<file path="config.mk">
export PLATFORM = sky130hd
export DESIGN_NAME = fetch_stage
export DESIGN_NICKNAME = d
export VERILOG_FILES = /design/src/rtl/mips_pkg.sv /design/src/rtl/if_id_register.sv /design/src/rtl/fetch_stage.sv
export SDC_FILE = /design/constraint.sdc
export NUM_CORES = 1
export LEC_CHECK = 0
export ABC_AREA = 1
export CORE_ASPECT_RATIO = 0.7
export CORE_MARGIN = 5
export CORE_UTILIZATION = 49
export CTS_CLUSTER_SIZE = 8
export DETAILED_ROUTE_END_ITERATION = 16
export PLACE_DENSITY = 0.91
export RECOVER_POWER = 50
export SLEW_MARGIN = 20
export SYNTH_ARGS = -nofsm -noshare
export SYNTH_HDL_FRONTEND = slang
export SYNTH_SLANG_ARGS = --single-unit
</file>
<file path="constraint.sdc">
create_clock -name clk -period 7.2 [get_ports clk]
set_input_delay 1.44 -clock clk [delete_from_list [all_inputs] [get_ports clk]]
set_output_delay 1.44 -clock clk [all_outputs]
set_load 0.02 [all_outputs]
</file>
<file path="src/rtl/mips_pkg.sv">
// mips_pkg: shared constants and types for the MIPS pipeline front end
package mips_pkg;
  localparam int XLEN = 32;
  localparam logic [XLEN-1:0] NOP_INSTR = 32'h0000_0000;
  localparam logic [XLEN-1:0] RESET_PC_DEF = 32'h0040_0000;
  typedef enum logic [1:0] {PC_SEQ, PC_BRANCH, PC_JUMP} pc_sel_e;
endpackage

</file>
<file path="src/rtl/if_id_register.sv">
// if_id_register: IF/ID pipeline latch with load enable and priority flush
import mips_pkg::*;
module if_id_register (
  input  logic            clk,
  input  logic            reset,
  input  logic            load,
  input  logic            flush,
  input  logic [XLEN-1:0] instr_in,
  input  logic [XLEN-1:0] pc_plus4_in,
  output logic [XLEN-1:0] instruction,
  output logic [XLEN-1:0] pc_plus4,
  output logic            valid
);
  // flush inserts a bubble even when the stage is otherwise held
  always_ff @(posedge clk or posedge reset)
    if (reset) begin
      instruction <= NOP_INSTR;
      pc_plus4 <= '0;
      valid <= 1'b0;
    end else if (flush) begin
      instruction <= NOP_INSTR;
      pc_plus4 <= '0;
      valid <= 1'b0;
    end else if (load) begin
      instruction <= instr_in;
      pc_plus4 <= pc_plus4_in;
      valid <= 1'b1;
    end
endmodule

</file>
<file path="src/rtl/fetch_stage.sv">
// fetch_stage: PC register, next-PC selection, IF/ID latch and debug counters
import mips_pkg::*;
module fetch_stage #(
  parameter logic [31:0] RESET_PC = RESET_PC_DEF,
  parameter int IMEM_AW = 8,
  parameter int CNT_W = 16
) (
  input  logic               clk,
  input  logic               reset,
  input  logic               PCWrite,
  input  logic               IF_ID_RegWrite,
  input  logic               Flush,
  input  logic               Branch,
  input  logic               Jump,
  input  logic [XLEN-1:0]    Branch_Target,
  input  logic [XLEN-1:0]    Jump_Target,
  output logic [IMEM_AW-1:0] imem_addr,
  input  logic [XLEN-1:0]    imem_rdata,
  output logic [XLEN-1:0]    PC,
  output logic [XLEN-1:0]    IF_ID_Instruction,
  output logic [XLEN-1:0]    IF_ID_PC_plus4,
  output logic               IF_ID_Valid,
  output logic [CNT_W-1:0]   stall_count,
  output logic [CNT_W-1:0]   flush_count
);
  pc_sel_e pc_sel;
  logic [XLEN-1:0] pc_plus4, next_pc;
  assign pc_sel = Jump ? PC_JUMP : Branch ? PC_BRANCH : PC_SEQ;
  assign pc_plus4 = PC + 32'd4;
  assign next_pc = pc_sel == PC_JUMP ? Jump_Target & ~32'd3 :
                   pc_sel == PC_BRANCH ? Branch_Target & ~32'd3 : pc_plus4;
  assign imem_addr = PC[IMEM_AW+1:2];
  // a redirect always loads the PC, even while a stall is requested
  always_ff @(posedge clk or posedge reset)
    if (reset) PC <= RESET_PC;
    else if (pc_sel != PC_SEQ || PCWrite) PC <= next_pc;
  // saturating event counters; a flushed cycle is not counted as a stall
  always_ff @(posedge clk or posedge reset)
    if (reset) begin
      stall_count <= '0;
      flush_count <= '0;
    end else begin
      if (!PCWrite && !Flush) stall_count <= stall_count + CNT_W'(!(&stall_count));
      if (Flush) flush_count <= flush_count + CNT_W'(!(&flush_count));
    end
  if_id_register u_if_id (
    .clk(clk),
    .reset(reset),
    .load(IF_ID_RegWrite),
    .flush(Flush),
    .instr_in(imem_rdata),
    .pc_plus4_in(pc_plus4),
    .instruction(IF_ID_Instruction),
    .pc_plus4(IF_ID_PC_plus4),
    .valid(IF_ID_Valid)
  );
endmodule

</file>
==> flow_metrics.tcl <==
set metrics [dict create \
    ir_drop_mv 0.166 \
    clock_sinks 126 \
    cp_max_fo 69 \
    yosys-top-cells-area "dfrtp_1 48%, nand2_1 15%, nand3_1 6.8%" \
    dp.cells 1186 \
    clock-root-buffer "clkbuf_16" \
    clock_path_buffers 2 \
    cts_setup_buffers 0 \
    criticalPathCategory "input port to async pin" \
    synth.cell_area_um2 6550 \
    hpwl_um 15500 \
    die_area_um2 15800 \
    cp_slowest_stage_delay_ps 1720 \
    p_leak_nw 4.68 \
    drv_cap 2 \
    fp.dieW_um 148 \
    worstSetupStartpoint "reset" \
    wl_met2_um 9170 \
    antenna_found_initial 0 \
    drv_slew 101 \
    intPower_w 0.00168 \
    cp.arrival_ps 4570 \
    met3RoutedLength_um 2050 \
    powerDensity_nw_per_um2 252 \
    start_util_pct 49.8 \
    yosysTopAreaCell "dfrtp_1" \
    worst_slew_pin_slew_ps 3030 \
    vias_per_cell 5.33 \
    synth.avg_cell_area_um2 7.93 \
    slew_headroom_pct -103 \
    period_share_pct 57.1 \
    violations "capacitance limit, slew limit" \
    holdPathStages 1 \
    endpoint_kind "async pin" \
    place_ws_ps 2910 \
    synth_edf_count 0 \
    path_clk_slew_ps 60 \
    top_layer_used "met4" \
    seq_area_frac_synth_pct 48.2 \
    tns_ps 0 \
    required_ps 7650 \
    grt_pass1_vias 6271 \
    layout_common_cells "267 x nand2_1, 125 x dfrtp_1, 125 x clkdlybuf4s50_1, 107 x dlygate4sd3_1, 89 x nand3_1" \
    status "complete, but fails checks" \
    insertion_delay_ps 410 \
    ys_seq_elements 126 \
    worstReg2RegEnd "stall_count[12]" \
    hold_buffers 0 \
    synthFlopType "dfrtp_1" \
    hold_end "stall_count[8]" \
    track_usage_pct 26.8 \
    crit_slowest_cell "clkinvlp_2" \
    yosys_warnings 0 \
    postRouteAntennaNets 0 \
    io_buffers 233 \
    final_cells 1217 \
    ios 240 \
    cts_resized 0 \
    core-area_um2 13100 \
    crit_path_cell_trace "dlygate4sd3_1 -> clkinvlp_2 -> buf_4" \
    wl_met1_um 9310 \
    ys_types 39 \
    drc 0 \
    grt_max_degree 70 \
    hp-class "flop to flop" \
    drt-initial-drc-count 556 \
    grt_pass1_wl_um 33700 \
    fin_crit_ps 4110 \
    final_common_cell "nand2_1" \
    wl_um 20900 \
    worst_r2r_path_depth 15 \
    utilization_pct 72.6 \
    start_kind "input port" \
    fin_worst_skew_ps 7.81 \
    syn_inst 826 \
    die_h_um 107 \
    htreeDepth 4 \
    vias 6486 \
    cts_buffers 17 \
    diodes 0 \
    p_seq_share_pct 36.6 \
    hold_viol 0 \
    swShare_pct 30.1 \
    netSwitchingPower_w 0.000723 \
    path_delay_family "buffers and inverters" \
    hold_start "stall_count[8]" \
    wl_per_cell_um 17.2 \
    nNetsFinal 1147 \
    setup_ws_ps 3090 \
    power_frac_clock_pct 40.9 \
    gp_congestion 0.936 \
    rsz0062_at_grt "false" \
    pwr-share-comb_pct 22.5 \
    r2r_slack_ps 4700 \
    num_rows 35 \
    fmaxAchievable_ghz 0.243 \
    reg2reg_from "stall_count[11]" \
    setup_violations 0 \
    tritoncts "yes" \
    layout-drive-gt1-share_pct 5.52 \
    syn2layout_area_growth_pct 45.7 \
    async_reset_ff_share_pct 100 \
    gr-total-overflow 0 \
    first_pass_iters 5 \
    synth_top_area_share_pct 47.8 \
    cp.buffers_inverters 3 \
]
[power groups by stage]
| stage | Sequential [W] | Combinational (W) | Clock [W] |
|---|---|---|---|
| 4_1_cts | 0.000879 | 0.000570 | 0.000993 |
| 5_1_grt | 0.000892 | 0.000585 | 0.00102 |
| 6_report | 0.000878 | 0.000540 | 0.000983 |
| 3_5_place_dp | 0.000890 | 0.000567 | 0 |
| 2_1_floorplan | 0.000965 | 0.000198 | 0 |
| 3_3_place_gp | 0.000886 | 0.000557 | 0 |
[through the flow]
step,cell area (µm²),hold WS (ps),total power [W]
finish,9540,486,0.00240
detailed placement,8910,486,0.00146
CTS,9580,502,0.00244
global route,9540,514,0.00250
global placement,8910,478,0.00144
floorplan,6550,552,0.00116
[cell usage after synthesis (5+ instances only)]
cell      count
nand2_1     267
dfrtp_1     125
nor2_4        6
a221oi_1     27
xnor2_1       9
buf_2         8
buf_4        11
nand4_1       7
nand3_1      89
nand2_2       6
nor2_1       82
xor2_1       23
clkbuf_1     19
nand3b_1      6
inv_1        62
a21oi_1      32
ha_1          5
o21ai_0       7
[registers in the layout, summed over array words and instances, names as in the netlist]
signal	flops
stall_count	16
u_if_id.pc_plus4	31
u_if_id.instruction	32
u_if_id.valid	1
PC	30
flush_count	16
[routing by layer]
metal  global-route usage, %  vias to the layer above
met2                    40.4                      316
met1                    38.4                     3025
met3                    6.97                       41
met5                       0                        -
met4                    7.51                        0
li1                        -                     3104
[cell type report]
type                       count  area [µm²]
inverter                      65         246
multi-input combinational    593        2910
clock inverter                13         236
clock buffer                  18         439
timing repair buffer         236        2350
tap                          166         208
sequential                   126        3150
fill                         999        3600
[kinds of logic after synthesis]
| family | Yosys count | synth area share (%) |
|---|---|---|
| AND/OR/NAND/NOR | 478 | 31.6 |
| XOR/XNOR | 33 | 4.53 |
| buffers and inverters | 108 | 7.09 |
| flip-flops | 126 | 48.2 |
| adder cells (fa/ha/maj) | 5 | 0.955 |
| AO/OA/AOI/OAI | 75 | 7.60 |
| other | 1 | 0.0573 |
[worst max path at each step]
stage	to	slack, ps	cells past startpoint
floorplan	PC[10]	2410	1
global placement	PC[20]	2930	6
detailed placement	PC[20]	2910	6
CTS	PC[20]	3320	6
global route	PC[15]	2480	3
finish	u_if_id.pc_plus4[15]	3090	3
No activity file was read; power rests on OpenSTA's default activity.
